File: src/rtl/decode_stage_pkg.sv
// Shared decode constants: opcodes, field slices, immediate widths
// and control-bundle bit offsets for the ID stage.
package decode_stage_pkg;

  localparam int INST_ID_LEN = 6;

  localparam logic [6:0] OPC_LOAD   = 7'b0000011;
  localparam logic [6:0] OPC_OP_IMM = 7'b0010011;
  localparam logic [6:0] OPC_AUIPC  = 7'b0010111;
  localparam logic [6:0] OPC_STORE  = 7'b0100011;
  localparam logic [6:0] OPC_OP     = 7'b0110011;
  localparam logic [6:0] OPC_LUI    = 7'b0110111;
  localparam logic [6:0] OPC_BRANCH = 7'b1100011;
  localparam logic [6:0] OPC_JALR   = 7'b1100111;
  localparam logic [6:0] OPC_JAL    = 7'b1101111;

  localparam int IMM_I_W = 12;
  localparam int IMM_S_W = 12;
  localparam int IMM_B_W = 13;
  localparam int IMM_U_W = 32;
  localparam int IMM_J_W = 21;

  // Bundle layout {rs1_re, rs2_re, rd_we, mem_re, mem_we, instr_id}
  localparam int CTRL_MEM_WE = INST_ID_LEN;
  localparam int CTRL_MEM_RE = INST_ID_LEN + 1;
  localparam int CTRL_RD_WE  = INST_ID_LEN + 2;
  localparam int CTRL_RS2_RE = INST_ID_LEN + 3;
  localparam int CTRL_RS1_RE = INST_ID_LEN + 4;

  function automatic logic [6:0] f_opcode(logic [31:0] i);
    return i[6:0];
  endfunction

  function automatic logic [4:0] f_rd(logic [31:0] i);
    return i[11:7];
  endfunction

  function automatic logic [2:0] f_funct3(logic [31:0] i);
    return i[14:12];
  endfunction

  function automatic logic [4:0] f_rs1(logic [31:0] i);
    return i[19:15];
  endfunction

  function automatic logic [4:0] f_rs2(logic [31:0] i);
    return i[24:20];
  endfunction

  function automatic logic [6:0] f_funct7(logic [31:0] i);
    return i[31:25];
  endfunction

endpackage

File: src/rtl/imm_gen.sv
// Immediate generator: picks the I/S/B/U/J format from the opcode
// and sign-extends from instr_i[31] to XLEN.
module imm_gen
  import decode_stage_pkg::*;
#(
  parameter int XLEN = 32
) (
  input  logic [31:0]     instr_i,
  output logic [XLEN-1:0] imm_o
);

  logic [IMM_I_W-1:0] imm_i;
  logic [IMM_S_W-1:0] imm_s;
  logic [IMM_B_W-1:0] imm_b;
  logic [IMM_U_W-1:0] imm_u;
  logic [IMM_J_W-1:0] imm_j;
  logic [31:0]        imm32;

  assign imm_i = instr_i[31:20];
  assign imm_s = {instr_i[31:25], instr_i[11:7]};
  assign imm_b = {instr_i[31], instr_i[7], instr_i[30:25],
                  instr_i[11:8], 1'b0};
  assign imm_u = {instr_i[31:12], 12'b0};
  assign imm_j = {instr_i[31], instr_i[19:12], instr_i[20],
                  instr_i[30:21], 1'b0};

  // Format select on opcode; unknown opcodes give zero
  always_comb begin
    imm32 = '0;
    unique case (f_opcode(instr_i))
      OPC_OP_IMM,
      OPC_LOAD,
      OPC_JALR:   imm32 = 32'($signed(imm_i));
      OPC_LUI,
      OPC_AUIPC:  imm32 = imm_u;
      OPC_STORE:  imm32 = 32'($signed(imm_s));
      OPC_BRANCH: imm32 = 32'($signed(imm_b));
      OPC_JAL:    imm32 = 32'($signed(imm_j));
      default:    imm32 = '0;
    endcase
  end

  assign imm_o = XLEN'($signed(imm32));

endmodule

File: src/rtl/decode_stage.sv
// ID stage: field decode, load-use stall, ID/EXE pipeline register.
// DECODE_WB_FWD_EN enables writeback-to-decode operand bypass.
module decode_stage
  import decode_stage_pkg::*;
#(
  parameter int XLEN   = 32,
  parameter int CTRL_W = 5 + INST_ID_LEN
) (
  input  logic              clk_i,
  input  logic              rst_i,
  input  logic              in_valid_i,
  output logic              in_ready_o,
  input  logic [31:0]       instr_i,
  input  logic [XLEN-1:0]   pc_i,
  output logic [4:0]        rs1_addr_o,
  output logic [4:0]        rs2_addr_o,
  output logic [6:0]        opcode_o,
  output logic [2:0]        funct3_o,
  output logic [6:0]        funct7_o,
  input  logic [CTRL_W-1:0] ctrl_i,
  input  logic [XLEN-1:0]   rs1_val_i,
  input  logic [XLEN-1:0]   rs2_val_i,
  input  logic              exe_mem_re_i,
  input  logic [4:0]        exe_rd_addr_i,
  input  logic              wb_we_i,
  input  logic [4:0]        wb_rd_addr_i,
  input  logic [XLEN-1:0]   wb_data_i,
  input  logic              flush_i,
  output logic              out_valid_o,
  input  logic              out_ready_i,
  output logic [XLEN-1:0]   out_pc_o,
  output logic [XLEN-1:0]   out_imm_o,
  output logic [XLEN-1:0]   out_rs1_val_o,
  output logic [XLEN-1:0]   out_rs2_val_o,
  output logic [4:0]        out_rs1_addr_o,
  output logic [4:0]        out_rs2_addr_o,
  output logic [4:0]        out_rd_addr_o,
  output logic [CTRL_W-1:0] out_ctrl_o
);

  logic              valid_q, valid_d, load;
  logic [XLEN-1:0]   pc_q, imm_q, rs1v_q, rs2v_q;
  logic [4:0]        rs1a_q, rs2a_q, rd_q;
  logic [CTRL_W-1:0] ctrl_q;

  logic            advance, hazard, accept;
  logic            rs1_re, rs2_re, rd_we;
  logic [4:0]      rd_dec;
  logic [XLEN-1:0] imm, rs1_fwd, rs2_fwd;

  assign rs1_addr_o = f_rs1(instr_i);
  assign rs2_addr_o = f_rs2(instr_i);
  assign opcode_o   = f_opcode(instr_i);
  assign funct3_o   = f_funct3(instr_i);
  assign funct7_o   = f_funct7(instr_i);

  assign rs1_re = ctrl_i[CTRL_RS1_RE];
  assign rs2_re = ctrl_i[CTRL_RS2_RE];
  assign rd_we  = ctrl_i[CTRL_RD_WE];
  assign rd_dec = rd_we ? f_rd(instr_i) : 5'd0;

  imm_gen #(.XLEN(XLEN)) u_imm_gen (
    .instr_i (instr_i),
    .imm_o   (imm)
  );

`ifdef DECODE_WB_FWD_EN
  logic wb_hit1, wb_hit2;
  assign wb_hit1 = wb_we_i && (wb_rd_addr_i != 5'd0)
                && (wb_rd_addr_i == rs1_addr_o);
  assign wb_hit2 = wb_we_i && (wb_rd_addr_i != 5'd0)
                && (wb_rd_addr_i == rs2_addr_o);
  assign rs1_fwd = wb_hit1 ? wb_data_i : rs1_val_i;
  assign rs2_fwd = wb_hit2 ? wb_data_i : rs2_val_i;
`else
  logic unused_wb;
  assign unused_wb = ^{wb_we_i, wb_rd_addr_i, wb_data_i};
  assign rs1_fwd   = rs1_val_i;
  assign rs2_fwd   = rs2_val_i;
`endif

  assign advance = !valid_q || out_ready_i;
  assign hazard  = in_valid_i && exe_mem_re_i
                && (exe_rd_addr_i != 5'd0)
                && ((rs1_re && rs1_addr_o == exe_rd_addr_i)
                 || (rs2_re && rs2_addr_o == exe_rd_addr_i));
  assign in_ready_o = advance && !hazard && !flush_i;
  assign accept     = in_valid_i && in_ready_o;

  // Next valid: flush kills, advancing without accept leaves a bubble
  always_comb begin
    valid_d = valid_q;
    load    = 1'b0;
    if (flush_i) begin
      valid_d = 1'b0;
    end else if (advance) begin
      valid_d = accept;
      load    = accept;
    end
  end

  // ID/EXE register; payload only changes on an accepted instruction
  always_ff @(posedge clk_i or posedge rst_i) begin
    if (rst_i) begin
      valid_q <= 1'b0;
      pc_q    <= '0;
      imm_q   <= '0;
      rs1v_q  <= '0;
      rs2v_q  <= '0;
      rs1a_q  <= '0;
      rs2a_q  <= '0;
      rd_q    <= '0;
      ctrl_q  <= '0;
    end else begin
      valid_q <= valid_d;
      if (load) begin
        pc_q   <= pc_i;
        imm_q  <= imm;
        rs1v_q <= rs1_fwd;
        rs2v_q <= rs2_fwd;
        rs1a_q <= rs1_addr_o;
        rs2a_q <= rs2_addr_o;
        rd_q   <= rd_dec;
        ctrl_q <= ctrl_i;
      end
    end
  end

  assign out_valid_o    = valid_q;
  assign out_pc_o       = pc_q;
  assign out_imm_o      = imm_q;
  assign out_rs1_val_o  = rs1v_q;
  assign out_rs2_val_o  = rs2v_q;
  assign out_rs1_addr_o = rs1a_q;
  assign out_rs2_addr_o = rs2a_q;
  assign out_rd_addr_o  = rd_q;
  assign out_ctrl_o     = ctrl_q;

endmodule

File: config.mk
export PLATFORM = sky130hd
export DESIGN_NAME = decode_stage
export DESIGN_NICKNAME = d
export VERILOG_FILES = /design/src/rtl/decode_stage_pkg.sv /design/src/rtl/imm_gen.sv /design/src/rtl/decode_stage.sv
export SDC_FILE = /design/constraint.sdc
export NUM_CORES = 1
export LEC_CHECK = 0
export CAP_MARGIN = 20
export CORE_AREA = 2 2 145 147
export CTS_BUF_LIST = sky130_fd_sc_hd__clkbuf_4 sky130_fd_sc_hd__clkbuf_8
export CTS_CLUSTER_DIAMETER = 30
export DETAILED_ROUTE_END_ITERATION = 6
export DIE_AREA = 0 0 147 149
export PLACE_DENSITY = 0.72
export SLEW_MARGIN = 20
export SYNTH_ARGS = -nofsm -noshare
export SYNTH_HDL_FRONTEND = slang
export SYNTH_SLANG_ARGS = --single-unit
File: constraint.sdc
create_clock -name clk_i -period 13.98 [get_ports clk_i]
set_input_delay 2.796 -clock clk_i [delete_from_list [all_inputs] [get_ports clk_i]]
set_output_delay 2.796 -clock clk_i [all_outputs]
set_load 0.1 [all_outputs]
Yosys cells after proc, flatten, opt, wreduce, memory -nomap -nowiden

Cells that the tools add are included.

ROM bits: 0
Memories: 0
Output and inout bits: 183
Bits in latches: 0
Logic and storage cells: 42
Memory bits (writable): 0
Bits in registers: 155
Bits of input ports: 188

Bitwise gates (word level): 0
Add/sub/neg operators: 0
Reductions and logical operators: 17
Divide/modulo/power cells: 0
Muxes and demuxes: 6
Eq/ne operators: 10
Magnitude comparators: 0
Multipliers: 0
Shift-type cells: 0

Operator list:

| cell                 | count |
|---|---|
| $pmux W32 S5         | 1 |
| $eq A7 B7 Y1 const B | 3 |
| $eq A7 B5 Y1 const B | 2 |
| $eq A7 B6 Y1 const B | 2 |
| $eq A5 B5 Y1         | 2 |
| $logic_and A1 B1 Y1  | 8 |
| $eq A7 B2 Y1 const B | 1 |
| $mux W5              | 1 |
| $reduce_bool A5 Y1   | 1 |
| $mux W1              | 4 |
| $logic_not A1 Y1     | 3 |
| $reduce_or A3 Y1     | 1 |
| $logic_or A1 B1 Y1   | 2 |
| $reduce_bool A2 Y1   | 1 |
| $reduce_or A2 Y1     | 1 |

Logic depth before layout (Yosys ltp)

Depth in word-level cells: 10
Depth in mapped cells: 8
Mapped depth without buffers: 5

Hierarchy

Synthesis repeated with hierarchy kept, for this count alone.

Cells, all modules: 466
Area total of the unflattened synthesis: 6731.5 um2

Modules (own cells, without submodules):

| module       | instances | area an instance (um2) | cells each | sequential area each (um2) |
|---|---|---|---|---|
| decode_stage | 1         | 6217.2                 | 389        | 3878.7 |
| imm_gen      | 1         | 514.2                  | 77         | 0.0 |

Worst setup path before layout

Ideal clock, no wire load.

Kind: input to output
Start point: input exe_rd_addr_i[0]
End point: output in_ready_o
Stages on the path: 4
Arrival time: 5.807 ns
Slack: 5.377 ns
Data required time: 11.184 ns
Path buffers: 0
Path through: or4_1 -> o21ai_2 -> nor2_1 -> a21boi_0

Cells in the longest elaborated chain, start to end: 7
Elaborated cells between the ends (all ways): 11
Those cells by class: eq/ne: 2; reduce/logical: 9

RTL lines:

| what                                          | RTL line                               | source |
|---|---|---|
| from (decl)                                   | decode_stage.sv:24                     | `input logic [4:0] exe_rd_addr_i,` |
| $eq A5 B5 Y1, on equally long branches        | decode_stage.sv:85, decode_stage.sv:86 |  |
| $logic_and A1 B1 Y1, on equally long branches | decode_stage.sv:85, decode_stage.sv:86 |  |
| $logic_or A1 B1 Y1                            | decode_stage.sv:86                     | `\|\| (rs2_re && rs2_addr_o == exe_rd_addr_i));` |
| $logic_and A1 B1 Y1 *                         | decode_stage.sv:85                     | `&& ((rs1_re && rs1_addr_o == exe_rd_addr_i)` |
| $logic_not A1 Y1 *                            | decode_stage.sv:87                     | `assign in_ready_o = advance && !hazard && !flush_i;` |
| $logic_and A1 B1 Y1 * (2 in a row)            | decode_stage.sv:87                     |  |
| to (decl)                                     | decode_stage.sv:12                     | `output logic in_ready_o,` |

Mark *: on every way between the ends. The rest lies on a longest branch, timed or not.

Final worst setup path

Start point: input instr_i[21]
End point: output in_ready_o

Cells in the longest elaborated chain, start to end: 7

RTL lines:

| what                             | RTL line           | source |
|---|---|---|
| from (decl)                      | decode_stage.sv:13 | `input logic [31:0] instr_i,` |
| $eq A5 B5 Y1                     | decode_stage.sv:86 |  |
| $logic_and A1 B1 Y1              | decode_stage.sv:86 |  |
| $logic_or A1 B1 Y1               | decode_stage.sv:86 |  |
| $logic_and A1 B1 Y1              | decode_stage.sv:85 |  |
| $logic_not A1 Y1                 | decode_stage.sv:87 |  |
| $logic_and A1 B1 Y1 (2 in a row) | decode_stage.sv:87 |  |

Every way passes these cells.

==> results.sh <==
export IMPL_status="finished, final reports clean"
export IMPL_slew_viol_final=0
export IMPL_cts_tree="built"
export IMPL_critical_path_class="in -> out"
export IMPL_drive_gt1_frac=0.211
export IMPL_cts_buffers=17
export IMPL_detailed_place_hpwl_um=13600
export IMPL_die_height_um=149
export IMPL_via_per_inst=4.58
export IMPL_grt_start_max_net_pins=85
export IMPL_yosys_top_cells_area="dfrtp_1, mux2_4, mux2_2"
export IMPL_ys_top_cells_by_count="dfrtp_1, mux2_4, mux2_2, buf_4"
export IMPL_final_nets=961
export IMPL_synth_top_area_cell="dfrtp_1"
export IMPL_crit_required_ns=11.18
export IMPL_synth_simple_area_share=0.0302
export IMPL_syn_nets=652
export IMPL_grt_remaining_overflow=0
export IMPL_clk_pin_slew_ns=0.10
export IMPL_place_congestion=0.812
export IMPL_grt_pass1_wl_um=29700
export IMPL_syn_instance_count=464
export IMPL_antenna_cells=0
export IMPL_num_rows=53
export IMPL_crit_path_end_kind="output pin"
export IMPL_critPathArrivalTime_ns=6.15
export IMPL_post_drt_wl_per_cell_um=17.8
export IMPL_grt_pass1_vias=5088
export IMPL_async_flop_share=1.00
export IMPL_cts_sinks=155
export IMPL_setup_viol=0
export IMPL_ys_types=39
export IMPL_startpoint_type="input port"
export IMPL_syn_cell_area_um2=7000
export IMPL_die_w_um=147
export IMPL_synth_mux_area_frac=0.273
export IMPL_p_per_area_nw_per_um2=166
export IMPL_synth_top_family_by_area="multiplexers"
export IMPL_groute_usage_overall=0.175
export IMPL_synth_ff_type="dfrtp_1"
export IMPL_cts_setup_buffers=0
export IMPL_fmax_mhz=112
export IMPL_fillCellCount=1797
export IMPL_antenna_found_initial=0
export IMPL_post_route_period_util=0.640
export IMPL_hold_violations=0
export IMPL_initial_core_util=0.340
export IMPL_rsz0062_at_grt="false"
export IMPL_synth_most_common_cell="dfrtp_1"
export IMPL_cts_hold_buf=0
export IMPL_num_vias=4857
export IMPL_power_leakage_nw=4.46
export IMPL_clock_skew_ns=0.0189
export IMPL_drt_first_pass_iters=4
export IMPL_design_area_um2=10600
export IMPL_tightest_slew_ns=1.04
export IMPL_drt_iter0_drc=139
export IMPL_synthAdderAreaFrac=0
export IMPL_setup_tns_final_ns=0
export IMPL_synth_enable_flop_cells=0
export IMPL_synth_xor_xnor_area_share=0.0125
export IMPL_dieArea_um2=21900
export IMPL_worst_skew_pair_late_latency_ns=0.44
export IMPL_cp_max_fo=13
export IMPL_area_delta_synth_final_pct=51.9
export IMPL_numPortBuffers=332
export IMPL_dp_cells=1029
export IMPL_cts_max_level=4
export IMPL_root_buffer="clkbuf_8"
export IMPL_max_cap_violations=0
export IMPL_max_vdd_ir_drop_mv=0.0910
export IMPL_max_slew_margin=0.305
export IMPL_synth_top_cell_area_share=0.554
export IMPL_syn_avg_cell_area_um2=15.1
export IMPL_hp_class="reg -> reg"
export IMPL_synth_compound_area_frac=0.0506
export IMPL_drc=0
export IMPL_place_area_um2=10300
export IMPL_ant_nets=0
export IMPL_wirelength_um=18900
export IMPL_synth_seq_cells=155
export IMPL_clk_path_buf_depth=2
export IMPL_instances_no_fill=1061
export IMPL_synth_seq_area_share=0.554
export IMPL_fin_crit_ns=8.94
export IMPL_ys_warn_count=0
export IMPL_core_um2=20600
export IMPL_ctsResizeCount=0
export IMPL_ioPinCount=371
## through the flow
stage	total power [W]	utilization	hold slack, ns	setup WS, ns
finish	0.00176	0.517	0.494	5.04
global route	0.00183	0.517	0.519	4.75
CTS	0.00179	0.517	0.501	4.96
detailed placement	0.00145	0.499	0.473	5.01
global placement	0.00145	0.499	0.471	5.05
floorplan	0.00123	-	0.968	5.38
## placed cells by master, fill, tap and decap left out, types with 6 or more instances in the layout
cell type,n
inv_6,6
a21oi_1,21
nand2_1,6
inv_1,20
nand3_1,12
o2bb2ai_1,12
dfrtp_1,155
clkbuf_8,20
buf_4,6
mux2_4,90
mux2i_1,20
xor2_1,8
clkdlybuf4s50_1,332
mux2_2,32
## cell type report
| type | count | area (um2) | share of cell area |
|---|---|---|---|
| clock inverter | 12 | 104 | 0.00977 |
| inverter | 21 | 83.8 | 0.00789 |
| tap | 275 | 344 | 0.0324 |
| sequential | 155 | 3880 | 0.365 |
| timing repair buffer | 338 | 3370 | 0.317 |
| clock buffer | 20 | 275 | 0.0259 |
| multi-input combinational | 240 | 2580 | 0.242 |
## report_power, final
group / internal [W] / switching [W] / total, W
clock network: 0.000142 / 0.000183 / 0.000325
logic: 0.000242 / 0.000644 / 0.000886
registers: 0.000516 / 0.0000371 / 0.000553
## metal layers
metal,vias to the layer above,share of wire,global-route usage
li1,2221,-,-
met1,2383,0.42,0.224
met2,235,0.48,0.285
met3,18,0.082,0.0547
met4,0,0.016,0.0591
met5,-,0,0
## cell families after synthesis
group	Yosys count
flops	155
compound gates	51
buf+inv	69
xor+xnor	10
simple gates	37
mux	142
## worst max-delay path, cell delays in order
cell	delay (ns)
clkdlybuf4s50_1	0.62
xor2_1	0.26
nor4_2	0.25
a32oi_1	0.20
nor2_1	0.78
a21boi_0	0.21
clkdlybuf4s50_1	1.02
## final timing paths
| kind | startpoint | endpoint | slack [ns] | depth (start not counted) |
|---|---|---|---|---|
| setup / recovery | instr_i[21] | in_ready_o | 5.04 | 7 |
| hold / removal | out_imm_o[7] | out_imm_o[7] | 0.49 | 1 |
| setup reg to reg | out_valid_o | out_pc_o[28] | 10.89 | 6 |
| hold reg to reg | out_imm_o[7] | out_imm_o[7] | 0.49 | 1 |
| max in group asynchronous | rst_i | out_rs2_val_o[16] | 9.73 | 3 |
| min in group asynchronous | rst_i | out_rs1_val_o[25] | 2.86 | 2 |
## sequential cells by signal (all words and copies together) (netlist names)
register and count:
out_rs1_val_o 32, out_rd_addr_o 5, out_rs2_addr_o 5, out_valid_o 1
out_rs1_addr_o 5, out_imm_o 32, out_ctrl_o 11, out_pc_o 32
out_rs2_val_o 32
Note: power is estimated with default switching activity, not from simulation.
